==> src/rtl/regfile_pkg.sv <==
// Shared widths and typedefs for the scoreboarded register file.
// Default build has no forwarding; define REGFILE_BYPASS_EN to add it.
package regfile_pkg;

  localparam int DFLT_DATA_PATH_WIDTH = 8;
  localparam int DFLT_ADDR_WIDTH      = 4;

  typedef logic [DFLT_ADDR_WIDTH-1:0]      reg_addr_t;
  typedef logic [DFLT_DATA_PATH_WIDTH-1:0] reg_data_t;

endpackage

==> src/rtl/regfile_sb_scoreboard.sv <==
// Busy-bit vector with flush, pending-write counter and per-port ready lookup.
// Ports: clk, rst, wen/waddr, rsv_en/rsv_addr, flush, raddr -> rd_ready, pending_cnt.
module regfile_sb_scoreboard
  import regfile_pkg::*;
#(
  parameter int ADDR_WIDTH     = DFLT_ADDR_WIDTH,
  parameter int NUM_READ_PORTS = 2
) (
  input  logic                               clk,
  input  logic                               rst,
  input  logic                               wen,
  input  logic [ADDR_WIDTH-1:0]              waddr,
  input  logic                               rsv_en,
  input  logic [ADDR_WIDTH-1:0]              rsv_addr,
  input  logic                               flush,
  input  logic [NUM_READ_PORTS*ADDR_WIDTH-1:0] raddr,
  output logic [NUM_READ_PORTS-1:0]          rd_ready,
  output logic [ADDR_WIDTH:0]                pending_cnt
);

  localparam int NREGS = 2**ADDR_WIDTH;
  localparam logic [ADDR_WIDTH:0] CNT_ONE = 1;

  logic [NREGS-1:0]  busy_q, busy_d;
  logic [ADDR_WIDTH:0] cnt_q, cnt_d;
  logic              inc, dec;

  always_comb begin
    busy_d = busy_q;
    if (wen) busy_d[waddr] = 1'b0;
    if (flush) busy_d = '0;
    else if (rsv_en) busy_d[rsv_addr] = 1'b1;
  end

  // A 0->1 only happens on a reserve of an idle register; a 1->0 only on
  // a writeback that is not immediately re-reserved by the same cycle.
  always_comb begin
    inc   = rsv_en & ~busy_q[rsv_addr];
    dec   = wen & busy_q[waddr] & ~(rsv_en && rsv_addr == waddr);
    cnt_d = cnt_q;
    if (flush) cnt_d = '0;
    else if (inc && !dec) cnt_d = cnt_q + CNT_ONE;
    else if (dec && !inc) cnt_d = cnt_q - CNT_ONE;
  end

  always_ff @(posedge clk) begin
    if (rst) begin
      busy_q <= '0;
      cnt_q  <= '0;
    end else begin
      busy_q <= busy_d;
      cnt_q  <= cnt_d;
    end
  end

  always_ff @(posedge clk) begin
    if (!rst)
      assert (cnt_q == (ADDR_WIDTH+1)'($countones(busy_q)));
  end

  for (genvar p = 0; p < NUM_READ_PORTS; p++) begin : g_rdy
    assign rd_ready[p] = ~busy_q[raddr[p*ADDR_WIDTH +: ADDR_WIDTH]];
  end

  assign pending_cnt = cnt_q;

endmodule

==> src/rtl/regfile_sb.sv <==
// Multi-read-port register file with integrated busy-bit scoreboard.
// Ports: clk, rst, wen/waddr/data_in, rsv_en/rsv_addr, flush, raddr ->
// data_out, rd_ready, pending_cnt. Option macro: REGFILE_BYPASS_EN.
module regfile_sb
  import regfile_pkg::*;
#(
  parameter int DATA_PATH_WIDTH = DFLT_DATA_PATH_WIDTH,
  parameter int ADDR_WIDTH      = DFLT_ADDR_WIDTH,
  parameter int NUM_READ_PORTS  = 2
) (
  input  logic                                    clk,
  input  logic                                    rst,
  input  logic                                    wen,
  input  logic [ADDR_WIDTH-1:0]                   waddr,
  input  logic [DATA_PATH_WIDTH-1:0]              data_in,
  input  logic                                    rsv_en,
  input  logic [ADDR_WIDTH-1:0]                   rsv_addr,
  input  logic                                    flush,
  input  logic [NUM_READ_PORTS*ADDR_WIDTH-1:0]    raddr,
  output logic [NUM_READ_PORTS*DATA_PATH_WIDTH-1:0] data_out,
  output logic [NUM_READ_PORTS-1:0]               rd_ready,
  output logic [ADDR_WIDTH:0]                     pending_cnt
);

  localparam int NREGS = 2**ADDR_WIDTH;

  logic [DATA_PATH_WIDTH-1:0] regs_q [NREGS];
  logic [NUM_READ_PORTS-1:0]  sb_rdy;

  always_ff @(posedge clk) begin
    if (rst) begin
      for (int i = 0; i < NREGS; i++) regs_q[i] <= '0;
    end else if (wen) begin
      regs_q[waddr] <= data_in;
    end
  end

  regfile_sb_scoreboard #(
    .ADDR_WIDTH    (ADDR_WIDTH),
    .NUM_READ_PORTS(NUM_READ_PORTS)
  ) u_sb (
    .clk        (clk),
    .rst        (rst),
    .wen        (wen),
    .waddr      (waddr),
    .rsv_en     (rsv_en),
    .rsv_addr   (rsv_addr),
    .flush      (flush),
    .raddr      (raddr),
    .rd_ready   (sb_rdy),
    .pending_cnt(pending_cnt)
  );

  for (genvar p = 0; p < NUM_READ_PORTS; p++) begin : g_rd
    logic [ADDR_WIDTH-1:0] a;
    assign a = raddr[p*ADDR_WIDTH +: ADDR_WIDTH];
`ifdef REGFILE_BYPASS_EN
    // Forward the writeback in flight; a same-cycle reserve only takes
    // effect from the next cycle, so ready is still reported here.
    logic hit;
    assign hit = wen && (a == waddr);
    assign data_out[p*DATA_PATH_WIDTH +: DATA_PATH_WIDTH] =
      hit ? data_in : regs_q[a];
    assign rd_ready[p] = hit | sb_rdy[p];
`else
    assign data_out[p*DATA_PATH_WIDTH +: DATA_PATH_WIDTH] = regs_q[a];
    assign rd_ready[p] = sb_rdy[p];
`endif
  end

endmodule

==> config.mk <==
export PLATFORM = sky130hd
export DESIGN_NAME = regfile_sb
export DESIGN_NICKNAME = d
export VERILOG_FILES = /design/src/rtl/regfile_pkg.sv /design/src/rtl/regfile_sb_scoreboard.sv /design/src/rtl/regfile_sb.sv
export SDC_FILE = /design/constraint.sdc
export NUM_CORES = 1
export LEC_CHECK = 0
export BUFFER_PORTS_ARGS = -buffer_cell sky130_fd_sc_hd__buf_2
export CORE_MARGIN = 2
export CORE_UTILIZATION = 50
export CTS_CLUSTER_DIAMETER = 30
export DETAILED_ROUTE_END_ITERATION = 10
export PLACE_DENSITY = 0.75
export SLEW_MARGIN = 25
export SYNTH_ARGS = -nofsm -noshare
export SYNTH_HDL_FRONTEND = slang
export SYNTH_HIERARCHICAL = 1
export SYNTH_SLANG_ARGS = --single-unit
==> constraint.sdc <==
create_clock -name clk -period 4.79 [get_ports clk]
set_input_delay 0.958 -clock clk [delete_from_list [all_inputs] [get_ports clk]]
set_output_delay 0.958 -clock clk [all_outputs]
set_load 0.05 [all_outputs]
-- Word level (Yosys, flattened, before mapping)
Memories as Yosys holds them, arrays and structs flattened.
Index checks and enable logic that the tools add are counted.
- add/sub/neg operators: 2
- bitwise gates (word level): 10
- equality and inequality tests: 1
- divide/modulo/power cells: 0
- reductions and logical operators: 10
- $lt $le $gt $ge: 6
- $mul: 0
- shift operators: 0
- mux-type cells: 24
- operators with widths (kind ; count):
    $mux W16 ; 2
    $lt A4 B5 Y1 const B ; 4
    $and A16 B16 Y16 ; 1
    $bmux W1 S4 ; 4
    $not A16 Y16 ; 1
    $or A16 B16 Y16 ; 1
    $mux W1 ; 12
    $mux W5 ; 2
    $demux W1 S4 ; 2
    $ge A4 B1 Y1 const B ; 2
    $mux W8 ; 1
    $reduce_or A8 Y1 ; 1
    $add A5 B1 Y5 const B ; 1
    $logic_and A1 B1 Y1 ; 5
    $sub A5 B1 Y5 const B ; 1
    $eq A4 B4 Y1 ; 1
    $mux W4 ; 1
    $not A1 Y1 ; 4
    $and A1 B1 Y1 ; 3
    $logic_not A1 Y1 ; 2
    $reduce_bool A2 Y1 ; 1
    $reduce_or A2 Y1 ; 1
- memory bits (writable): 128
- bits in read-only memories: 0
- register bits: 21
- output and inout port bits: 23
- latch bits: 0
- memories kept: 1
- input port bits: 29
- memory list (memory ; depth ; width ; rd ports ; clocked after memory_dff ; wr ports ; line ; source):
    regs_q ; 16 ; 8 ; 2 ; 0 ; 16 ; regfile_sb.sv:27 ; logic [DATA_PATH_WIDTH-1:0] regs_q [NREGS];

-- Depth between registers and ports, before layout
Gate-level depths: netlist of run 1.
- word-level depth: 9
- mapped depth: 14
- gate-level depth less buffers: 13

-- Modules after synthesis
The synthesis of run 1 kept the hierarchy.
- modules (own cells, without submodules) (module ; seq. area each (µm²) ; cells each ; area an instance (µm²) ; times used):
    regfile_sb ; 3843.7 ; 445 ; 6802.8 ; 1
    regfile_sb_scoreboard ; 420.4 ; 164 ; 1576.5 ; 1

-- Least setup slack after synthesis of run 1
OpenSTA, ideal clock, no wires.
- path type: input to register
- start point: in waddr[0]
- end point: reg u_sb.cnt_q[4], in the netlist u_sb/pending_cnt[4]
- path slack: 1.104 ns
- arrival time: 3.629 ns
- buffers on the path: 1
- cell stages on the path: 14
- cells stage by stage: buf_6 -> mux4_2 -> nor2b_1 -> a211oi_1 -> a21oi_1 -> nand3_1 -> ha_1 -> inv_1 -> ha_1 -> nor2b_1 -> o21a_1 -> or4_1 -> a211oi_1 -> a31o_2
- longest elaborated chain between the ends: 7
- elaborated cells on any way between the ends: 12
- classes of those cells: eq/ne (1); mux (3); bitwise (3); reduce/logical (5)
- ends and longest elaborated chain (what ; line ; source):
    from (decl) ; regfile_sb.sv:14 ; input logic [ADDR_WIDTH-1:0] waddr,
    $bmux W1 S4 / $eq A4 B4 Y1 (equally long branches) ; regfile_sb_scoreboard.sv:39 ; dec = wen & busy_q[waddr] & ~(rsv_en && rsv_addr == waddr);
    $mux W1 (implied by the code) / $logic_and A1 B1 Y1 (equally long branches) ; regfile_sb_scoreboard.sv:39 ;
    $and A1 B1 Y1 / $not A1 Y1 (equally long branches) ; regfile_sb_scoreboard.sv:39 ;
    $and A1 B1 Y1 (*) ; regfile_sb_scoreboard.sv:39 ;
    $logic_not A1 Y1 ; regfile_sb_scoreboard.sv:42 ; else if (inc && !dec) cnt_d = cnt_q + CNT_ONE;
    $logic_and A1 B1 Y1 ; regfile_sb_scoreboard.sv:42 ;
    $mux W5 / $reduce_bool A2 Y1 (equally long branches) ; -- ;
    to (signal assigned) ; regfile_sb_scoreboard.sv:52 ; cnt_q <= cnt_d;
    to (decl) ; regfile_sb_scoreboard.sv:25 ; logic [ADDR_WIDTH:0] cnt_q, cnt_d;
Every way passes the cells marked *; elsewhere a longest branch is shown, timed or not. The select of a mux whose other input is x is not followed.
A chain may end at the register's enable or synchronous reset.

-- Final worst setup path of run 1
- start point: in raddr[1]
- end point: out rd_ready[0]
- longest elaborated chain between the ends: 3
- ends and longest elaborated chain (what ; line ; source):
    from (decl) ; regfile_sb.sv:19 ; input logic [NUM_READ_PORTS*ADDR_WIDTH-1:0] raddr,
    $bmux W1 S4 ; regfile_sb_scoreboard.sv:62 ; assign rd_ready[p] = ~busy_q[raddr[p*ADDR_WIDTH +: ADDR_WIDTH]];
    $mux W1 (implied by the code) ; regfile_sb_scoreboard.sv:62 ;
    $not A1 Y1 ; regfile_sb_scoreboard.sv:62 ;
    to (decl) ; regfile_sb.sv:21 ; output logic [NUM_READ_PORTS-1:0] rd_ready,
No other way between the ends. The select of a mux whose other input is x is not followed.

==> results of run 1 <==
-- cells in the mapped netlist (all sizes together), types with 2 or more instances --
cell,number
nor2,24
and2,130
mux4,82
inv,6
nand3b,2
nand2,33
xor2,6
ha,5
a21oi,20
a22oi,33
dfxtp,21
nor2b,8
or2,18
a211oi,2
nand3,9
nand2b,4
clkbuf,20
mux2i,2
edfxtp,128
nand4bb,2
o21ai,17
nor3,5
buf,20
-- worst max-delay path: stages --
cell	delay (ns)
buf_2	0.41
mux4_1	0.64
mux4_2	0.46
inv_1	0.11
buf_2	0.27
-- per-layer routing --
| layer | up-vias | wire length (um) | global-route usage |
|---|---|---|---|
| met2 | 351 | 10500 | 0.404 |
| met4 | 0 | 676 | 0.0952 |
| met1 | 2903 | 8410 | 0.343 |
| li1 | 2416 | - | - |
| met3 | 69 | 2080 | 0.0635 |
| met5 | - | 0 | 0 |
-- sequential cells by signal, indices dropped and copies added (netlist names) --
register / cells
regs_q: 128
u_sb/busy_q: 16
u_sb/pending_cnt: 5
-- area by class of cell --
cell class	instances	area, um2
well taps	220	275
repair buffers	57	325
flip-flops and latches	149	4260
clock inverters	6	63.8
fillers	1344	7070
inverters	6	22.5
multi-input cells	414	3910
clock buffers	26	534
-- power groups by stage --
stage | clock [mW] | combinational [mW] | sequential, mW
global route | 1.40 | 0.485 | 1.52
detailed placement | 0 | 0.457 | 1.54
global placement | 0 | 0.446 | 1.53
finish | 1.34 | 0.460 | 1.51
floorplan | 0 | 0.319 | 1.53
CTS | 1.35 | 0.457 | 1.51
-- worst paths after layout --
kind	end	from	slack (ns)
min reg2reg	u_sb/pending_cnt[3]	u_sb/pending_cnt[3]	0.54
max reg2reg	u_sb/pending_cnt[4]	u_sb/busy_q[3]	1.59
min	u_sb/pending_cnt[3]	u_sb/pending_cnt[3]	0.54
max	rd_ready[0]	raddr[1]	0.98
-- through the flow --
| stage | worst slack (ns) | util | hold slack [ns] | instances |
|---|---|---|---|---|
| 6_report | 0.979 | 0.571 | 0.544 | 878 |
| 5_1_grt | 0.831 | 0.571 | 0.574 | 878 |
| 4_1_cts | 0.979 | 0.571 | 0.542 | 878 |
| 3_5_place_dp | 0.632 | 0.534 | 0.535 | 846 |
| 3_3_place_gp | 0.732 | 0.534 | 0.522 | 846 |
| 2_1_floorplan | 1.10 | - | 0.477 | 609 |
-- logic make-up (layout without fill, tap and decap cells) --
| logic type | Yosys count | after routing |
|---|---|---|
| XOR/XNOR | 7 | 7 |
| AO/OA/AOI/OAI | 74 | 74 |
| flip-flops | 149 | 149 |
| multiplexers | 84 | 84 |
| buffers and inverters | 46 | 95 |
| AND/OR/NAND/NOR | 243 | 243 |
| adder cells (fa/ha/maj) | 6 | 6 |
==> impl_metrics.env, run 1 <==
export IMPL_antenna_cells=0
export IMPL_coreArea_mm2=0.0165
export IMPL_muxShareOfSynthArea=0.226
export IMPL_synth_top_family_by_area="multiplexers"
export IMPL_grt_setup_unrepaired="no"
export IMPL_portBuffers=51
export IMPL_cap_violations=0
export IMPL_setup_violations_final=0
export IMPL_grt_pass1_vias=5784
export IMPL_synth_compound_area_frac=0.0554
export IMPL_drive_gt1_frac=0.281
export IMPL_share_comb_of_total_power=0.139
export IMPL_clock_latency_ns=0.43
export IMPL_worst_r2r_cell_count=13
export IMPL_path_clk_slew_ns=0.06
export IMPL_grt_util_all_layers=0.254
export IMPL_worstPathArrival_ns=2.85
export IMPL_synth_edf_count=128
export IMPL_synthesis_area_mm2=0.00838
export IMPL_cts_setup_buffers=0
export IMPL_worst_pin_slew_ns=1.00
export IMPL_cts_tree="done"
export IMPL_yosysWarnings=6
export IMPL_h_tree_depth=4
export IMPL_clock_sinks=149
export IMPL_synthDistinctLibCells=42
export IMPL_final_common_cell="and2_1"
export IMPL_status="complete, no violations"
export IMPL_ys_flop_type="edfxtp_1"
export IMPL_place_congestion=0.892
export IMPL_synth_top_cell_by_area="edfxtp_1"
export IMPL_clockRootBuffer="clkbuf_16"
export IMPL_power_switching_mw=0.840
export IMPL_grt_pass1_wl_mm=33.5
export IMPL_row_count=47
export IMPL_power_density_mw_per_mm2=352
export IMPL_clockPowerShare=0.404
export IMPL_synth_area_leaders="edfxtp_1, mux4_2, and2_1"
export IMPL_skew_ns=0.00552
export IMPL_drc=0
export IMPL_ys_seq_area_frac=0.509
export IMPL_dr_pass1_iters=5
export IMPL_hold_class="flop to flop"
export IMPL_overflow=0
export IMPL_detailedRoute_firstIterationViolations=735
export IMPL_grt_max_degree=37
export IMPL_cts_buffers=17
export IMPL_viasPerCell=6.54
export IMPL_hold_depth=2
export IMPL_async_flop_share=0
export IMPL_nets=680
export IMPL_slew_headroom=0.326
export IMPL_die_area_mm2=0.0178
export IMPL_criticalPathCategory="input port to primary output"
export IMPL_setup_tns_ns=0
export IMPL_switching_share=0.254
export IMPL_holdBufCountCts=0
export IMPL_initial_core_util=0.509
export IMPL_cp_required_ns=3.83
export IMPL_startpoint_type="input port"
export IMPL_die_w_um=133
export IMPL_synth_xor_area_frac=0.00732
export IMPL_hold_violations=0
export IMPL_vias=5739
export IMPL_syn_inst=609
export IMPL_fin_crit_sh=0.796
export IMPL_ios=52
export IMPL_cell_internal_pwr_mw=2.47
export IMPL_wirelength_mm=21.7
export IMPL_most_common_layout_cells="and2_1, edfxtp_1, mux4_2"
export IMPL_yosys_area_share_simple=0.168
export IMPL_p_leak_nw=3.35
export IMPL_antenna_found_initial=0
export IMPL_cp_end_kind="primary output"
export IMPL_synth_top_area_share=0.459
export IMPL_synth_fa_ha_area_frac=0.00986
export IMPL_path_max_fanout=18
export IMPL_final_antenna_net_count=0
export IMPL_routedWlPerCell_um=24.7
export IMPL_layout_min_cycle_time_ns=3.81
export IMPL_area_growth_pct=12.1
export IMPL_ir_worst_vdd_v=0.000265
export IMPL_fmax_mhz=262
export IMPL_drv_slew=0
export IMPL_cts_max_path_buffers=2
export IMPL_power_total_mw=3.31
export IMPL_design_area_mm2=0.00940
export IMPL_ctsResizeCount=0
export IMPL_placed_area_mm2=0.00880
export IMPL_syn_area_per_cell_um2=13.8
export IMPL_p_seq_frac=0.457
export IMPL_ys_seq_elements=149
export IMPL_hpwl_mm=14.8
export IMPL_die_h_um=133
export IMPL_synth_nets=644
Power figures use the tool's default switching activity.
==> inputs of run 2 (changes only) <==
ABC_AREA = 1   (was not set)
PLACE_DENSITY = 0.77   (was 0.75)
clock period = 3.4 ns   (was 4.79 ns; I/O delays follow)
==> run 2 against run 1 <==
Compared with the run above: clock power up 44%; global-route usage up 3.7 points; sequential power up 40%; die area up 10%; critical path type unchanged; critical endpoint unchanged; largest cell class unchanged.
==> impl_metrics.env, run 2 <==
export IMPL_hold_class="flop to flop"
export IMPL_cp_end_kind="primary output"
export IMPL_synth_top_area_share=0.414
export IMPL_final_core_util=0.566
export IMPL_cts_max_path_buffers=2
export IMPL_slew_headroom=0.371
export IMPL_setup_ws_ns=0.516
export IMPL_portBuffers=51
export IMPL_multi_input_area_mm2=0.00401
export IMPL_cp_cell_sequence="buf_2 -> buf_4 -> inv_1 -> a21oi_1 -> o21ai_0 -> nand3_1 -> nand3b_1 -> nand2_1 -> buf_2"
export IMPL_criticalPathCategory="input port to primary output"
export IMPL_ir_worst_vdd_v=0.000341
export IMPL_power_switching_mw=1.35
export IMPL_clockPowerShare=0.400
export IMPL_status="complete, no violations"
export IMPL_cts_setup_buffers=0
export IMPL_drv_slew=0
export IMPL_clock_sinks=149
export IMPL_path_max_fanout=33
export IMPL_viasPerCell=5.68
export IMPL_clockRootBuffer="clkbuf_16"
export IMPL_ctsResizeCount=0
export IMPL_synth_top_cell_by_area="edfxtp_1"
export IMPL_ys_flop_type="edfxtp_1"
export IMPL_clock_latency_ns=0.43
export IMPL_cap_violations=0
export IMPL_layout_min_cycle_time_ns=2.88
export IMPL_p_seq_frac=0.437
export IMPL_drc=0
export IMPL_coreArea_mm2=0.0181
export IMPL_yosysWarnings=6
export IMPL_critPathBufInv=4
export IMPL_power_density_mw_per_mm2=472
export IMPL_antenna_found_initial=0
export IMPL_fin_crit_sh=0.848
export IMPL_max_stage_delay_ns=0.38
export IMPL_grt_pass1_wl_mm=44.2
export IMPL_cts_tree="done"
export IMPL_hpwl_mm=18.8
export IMPL_area_growth_pct=10.3
export IMPL_setup_violations_final=0
export IMPL_final_antenna_net_count=0
export IMPL_fmax_mhz=347
export IMPL_syn_area_per_cell_um2=7.18
export IMPL_async_flop_share=0
export IMPL_row_count=49
export IMPL_grt_max_degree=81
export IMPL_holdBufCountCts=0
export IMPL_place_congestion=0.978
export IMPL_crit_family="buffers and inverters"
export IMPL_critPathSlowestCell="buf_4"
export IMPL_drive_gt1_frac=0.0938
export IMPL_syn_inst=1293
export IMPL_ys_seq_elements=149
export IMPL_h_tree_depth=4
export IMPL_ios=52
export IMPL_cp_required_ns=2.72
export IMPL_switching_share=0.279
export IMPL_design_area_mm2=0.0102
export IMPL_most_common_layout_cells="nand2_1, nand3_1, inv_1"
export IMPL_die_w_um=140
export IMPL_cell_internal_pwr_mw=3.48
export IMPL_ys_seq_area_frac=0.460
export IMPL_vias=8807
export IMPL_placed_area_mm2=0.00964
export IMPL_regArea_mm2=0.00426
export IMPL_overflow=0
export IMPL_dr_pass1_iters=6
export IMPL_routedWlPerCell_um=18.1
export IMPL_synthDistinctLibCells=31
export IMPL_antenna_cells=0
export IMPL_grt_pass1_vias=8147
export IMPL_setup_tns_ns=0
export IMPL_synth_edf_count=128
export IMPL_grt_util_all_layers=0.292
export IMPL_path_clk_slew_ns=0.06
export IMPL_pre_cts_ws_ns=0.525
export IMPL_share_comb_of_total_power=0.163
export IMPL_yosys_top_cells_count="nand2_1, nand3_1, inv_1"
export IMPL_nFillCells=1654
export IMPL_worstPathArrival_ns=2.20
export IMPL_detailedRoute_firstIterationViolations=1028
export IMPL_skew_ns=0.00426
export IMPL_cts_buffers=17
export IMPL_hold_violations=0
export IMPL_final_common_cell="nand2_1"
export IMPL_startpoint_type="input port"
export IMPL_path_common_cell="buf_2"
export IMPL_wirelength_mm=28.1
export IMPL_worst_pin_slew_ns=0.942
export IMPL_synth_most_common_cell="nand2_1"
export IMPL_largest_register_ffs=128
export IMPL_die_area_mm2=0.0197
export IMPL_regMostFlops="regs_q"
export IMPL_synth_area_leaders="edfxtp_1, nand2_1, nand3_1"
export IMPL_nets=1346
export IMPL_die_h_um=140
export IMPL_synthesis_area_mm2=0.00928
export IMPL_p_leak_nw=4.78
export IMPL_initial_core_util=0.513
export IMPL_synth_nets=1328
export IMPL_grt_setup_unrepaired="no"
-- run 2: cells by family (layout without fill, tap and decap cells) --
kind of cell,Yosys count,count (layout),share of synthesized area
compound gates,70,70,0.0406
xor+xnor,5,5,0.00472
fa+ha+maj,6,6,0.00890
buf+inv,250,279,0.109
flops,149,149,0.460
simple gates,813,813,0.377
-- run 2: power by group through the flow --
stage	combinational (mW)	sequential, mW	clock, mW
final	0.788	2.11	1.93
after floorplan	0.540	2.14	0
after CTS	0.771	2.11	1.94
after global placement	0.762	2.14	0
after detailed placement	0.766	2.15	0
after global routing	0.854	2.12	2.03
-- run 2: cell type report --
cell class                      count  share of cell area
Sequential cell                   149               0.417
Multi-Input combinational cell    894               0.391
Inverter                          182              0.0670
Clock buffer                       19              0.0423
Timing Repair Buffer               67              0.0391
Tap cell                          229              0.0280
Clock inverter                     11              0.0156
-- run 2: worst paths after layout --
check	startpoint	to	slack, ns	depth (start not counted)
setup / recovery	raddr[1]	rd_ready[0]	0.52	9
setup reg to reg	u_sb/busy_q[8]	u_sb/pending_cnt[4]	1.14	16
hold reg to reg	u_sb/pending_cnt[0]	u_sb/pending_cnt[0]	0.51	2
hold / removal	u_sb/pending_cnt[0]	u_sb/pending_cnt[0]	0.51	2
-- run 2: through the flow --
| stage | cells | hold WS, ns | total power, mW |
|---|---|---|---|
| 5_1_grt | 1551 | 0.521 | 5.00 |
| 2_1_floorplan | 1293 | 0.462 | 2.68 |
| 3_5_place_dp | 1521 | 0.497 | 2.91 |
| 4_1_cts | 1551 | 0.506 | 4.83 |
| 6_report | 1551 | 0.512 | 4.83 |
| 3_3_place_gp | 1521 | 0.491 | 2.91 |
-- run 2: worst register-to-register path: stages, from the launching register on --
cell     delay, ns
dfxtp_1       0.33
inv_1         0.12
o21ai_0       0.09
nand2_1       0.07
nand2_1       0.05
nand2_1       0.06
nand3_1       0.09
nor2_1        0.13
ha_1          0.28
inv_1         0.13
ha_1          0.33
a21oi_1       0.18
nand2_1       0.07
nand2_1       0.06
nand2_1       0.05
nand2_1       0.05
a21oi_1       0.05
-- run 2: layer usage --
layer	wire length, um	track usage	up-vias
met5	0	0	-
met2	12800	0.451	587
met3	3060	0.0663	78
met4	997	0.123	0
li1	-	-	4173
met1	11200	0.397	3969
==> inputs of run 3 (changes only) <==
clock period = 2.5 ns   (was 3.4 ns; I/O delays follow)
==> run 3 against run 2 <==
Compared with the run above: register-to-register slack got worse by 0.85 ns; worst hold slack lost 0.015 ns; largest power group unchanged; clock power increased by 35%; critical endpoint is now data_out[3].
==> impl_metrics.env, run 3 (synthesized netlist as in run 2, its figures left out) <==
export IMPL_status="complete, no violations"
export IMPL_initial_core_util=0.513
export IMPL_power_total_mw=6.60
export IMPL_cp_end_kind="primary output"
export IMPL_h_tree_depth=4
export IMPL_grt_util_all_layers=0.299
export IMPL_multi_input_area_mm2=0.00401
export IMPL_reg2reg_from="u_sb/busy_q[0]"
export IMPL_detailedRoute_firstIterationViolations=1242
export IMPL_row_count=49
export IMPL_drc=0
export IMPL_hold_violations=0
export IMPL_holdBufCountCts=0
export IMPL_min_from="u_sb/busy_q[8]"
export IMPL_antenna_found_initial=0
export IMPL_slew_headroom=0.718
export IMPL_worst_pin_slew_ns=0.423
export IMPL_clockRootBuffer="clkbuf_16"
export IMPL_wirelength_mm=28.8
export IMPL_final_common_cell="nand2_1"
export IMPL_dp_cells=1561
export IMPL_power_density_mw_per_mm2=623
export IMPL_hold_class="flop to flop"
export IMPL_grt_pass1_wl_mm=45.4
export IMPL_p_leak_nw=4.98
export IMPL_ios=52
export IMPL_grt_max_degree=81
export IMPL_cts_buffers=17
export IMPL_setup_ws_ns=0.130
export IMPL_final_antenna_net_count=0
export IMPL_regArea_mm2=0.00426
export IMPL_routedWlPerCell_um=18.1
export IMPL_vias=9091
export IMPL_viasPerCell=5.71
export IMPL_ctsResizeCount=0
export IMPL_coreArea_mm2=0.0181
export IMPL_layout_min_cycle_time_ns=2.37
export IMPL_setup_violations_final=0
export IMPL_fin_cells=1593
export IMPL_most_common_layout_cells="nand2_1, nand3_1, inv_1"
export IMPL_startpoint_type="input port"
export IMPL_clock_sinks=149
export IMPL_area_growth_pct=14.3
export IMPL_cp_required_ns=2.00
export IMPL_cap_violations=0
export IMPL_grt_pass1_vias=8523
export IMPL_cts_max_path_buffers=2
export IMPL_cts_tree="done"
export IMPL_skew_ns=0.00489
export IMPL_drv_slew=0
export IMPL_fmax_mhz=422
export IMPL_place_congestion=0.956
export IMPL_fin_crit_sh=0.948
export IMPL_dr_pass1_iters=7
export IMPL_hpwl_mm=19.5
export IMPL_die_w_um=140
export IMPL_drive_gt1_frac=0.122
export IMPL_regMostFlops="regs_q"
export IMPL_worstPathArrival_ns=1.87
export IMPL_largest_register_ffs=128
export IMPL_clock_latency_ns=0.43
export IMPL_path_max_fanout=80
export IMPL_path_clk_slew_ns=0.06
export IMPL_portBuffers=51
export IMPL_cts_setup_buffers=0
export IMPL_die_area_mm2=0.0197
export IMPL_cp_startpoint="raddr[0]"
export IMPL_die_h_um=140
export IMPL_nFillCells=1663
export IMPL_criticalPathCategory="input port to primary output"
export IMPL_grt_setup_unrepaired="no"
export IMPL_overflow=0
export IMPL_nets=1386
export IMPL_antenna_cells=0
export IMPL_ir_worst_vdd_v=0.000493
export IMPL_pre_cts_ws_ns=-0.0213
run 3: changes by cell type in the layout (fill, tap and decap cells not counted):
| cell | change |
|---|---|
| clkinv_4 | -1 |
| buf_4 | +34 |
| bufinv_16 | -1 |
| buf_12 | +6 |
| clkbuf_1 | -1 |
| clkinvlp_4 | +4 |
| inv_6 | +1 |
run 3: routing by layer:
metal	track usage	part of all wire	vias to the layer above
li1	-	-	4255
met1	0.397	0.39	4137
met2	0.476	0.45	580
met3	0.0574	0.11	119
met4	0.137	0.045	0
met5	0	0	-
run 3: path summary, 6_finish.rpt:
check	endpoint	slack [ns]	depth (start not counted)
worst max-delay path	data_out[3]	0.13	8
worst max register to register	u_sb/pending_cnt[4]	0.29	16
worst min register to register	u_sb/busy_q[8]	0.50	2
worst min-delay path	u_sb/busy_q[8]	0.50	2
run 3: worst max-delay path: stages:
cell,delay [ns]
buf_2,0.12
buf_12,0.31
nand2_1,0.10
nand3_1,0.10
nand3_1,0.14
nand3_1,0.19
nand2_1,0.11
buf_2,0.22
run 3: metrics by stage:
| step | utilization | cell area (um2) | hold slack, ns | TNS, ns |
|---|---|---|---|---|
| 2_1_floorplan | - | 9280 | 0.462 | 0 |
| 3_3_place_gp | 0.554 | 10000 | 0.486 | 0 |
| 3_5_place_dp | 0.554 | 10000 | 0.485 | -0.0320 |
| 4_1_cts | 0.586 | 10600 | 0.494 | 0 |
| 5_1_grt | 0.586 | 10600 | 0.529 | 0 |
| 6_report | 0.586 | 10600 | 0.497 | 0 |
run 3: layout make-up:
class | count | area share
Multi-Input combinational cell | 894 | 0.378
Clock inverter | 14 | 0.0151
Sequential cell | 149 | 0.402
Inverter | 182 | 0.0646
Timing Repair Buffer | 107 | 0.0731
Tap cell | 229 | 0.0270
Clock buffer | 18 | 0.0405
run 3: report_power, final:
part           internal (mW)  switching [mW]
clock                   1.56            1.04
combinational          0.315           0.822
sequential              2.82          0.0480
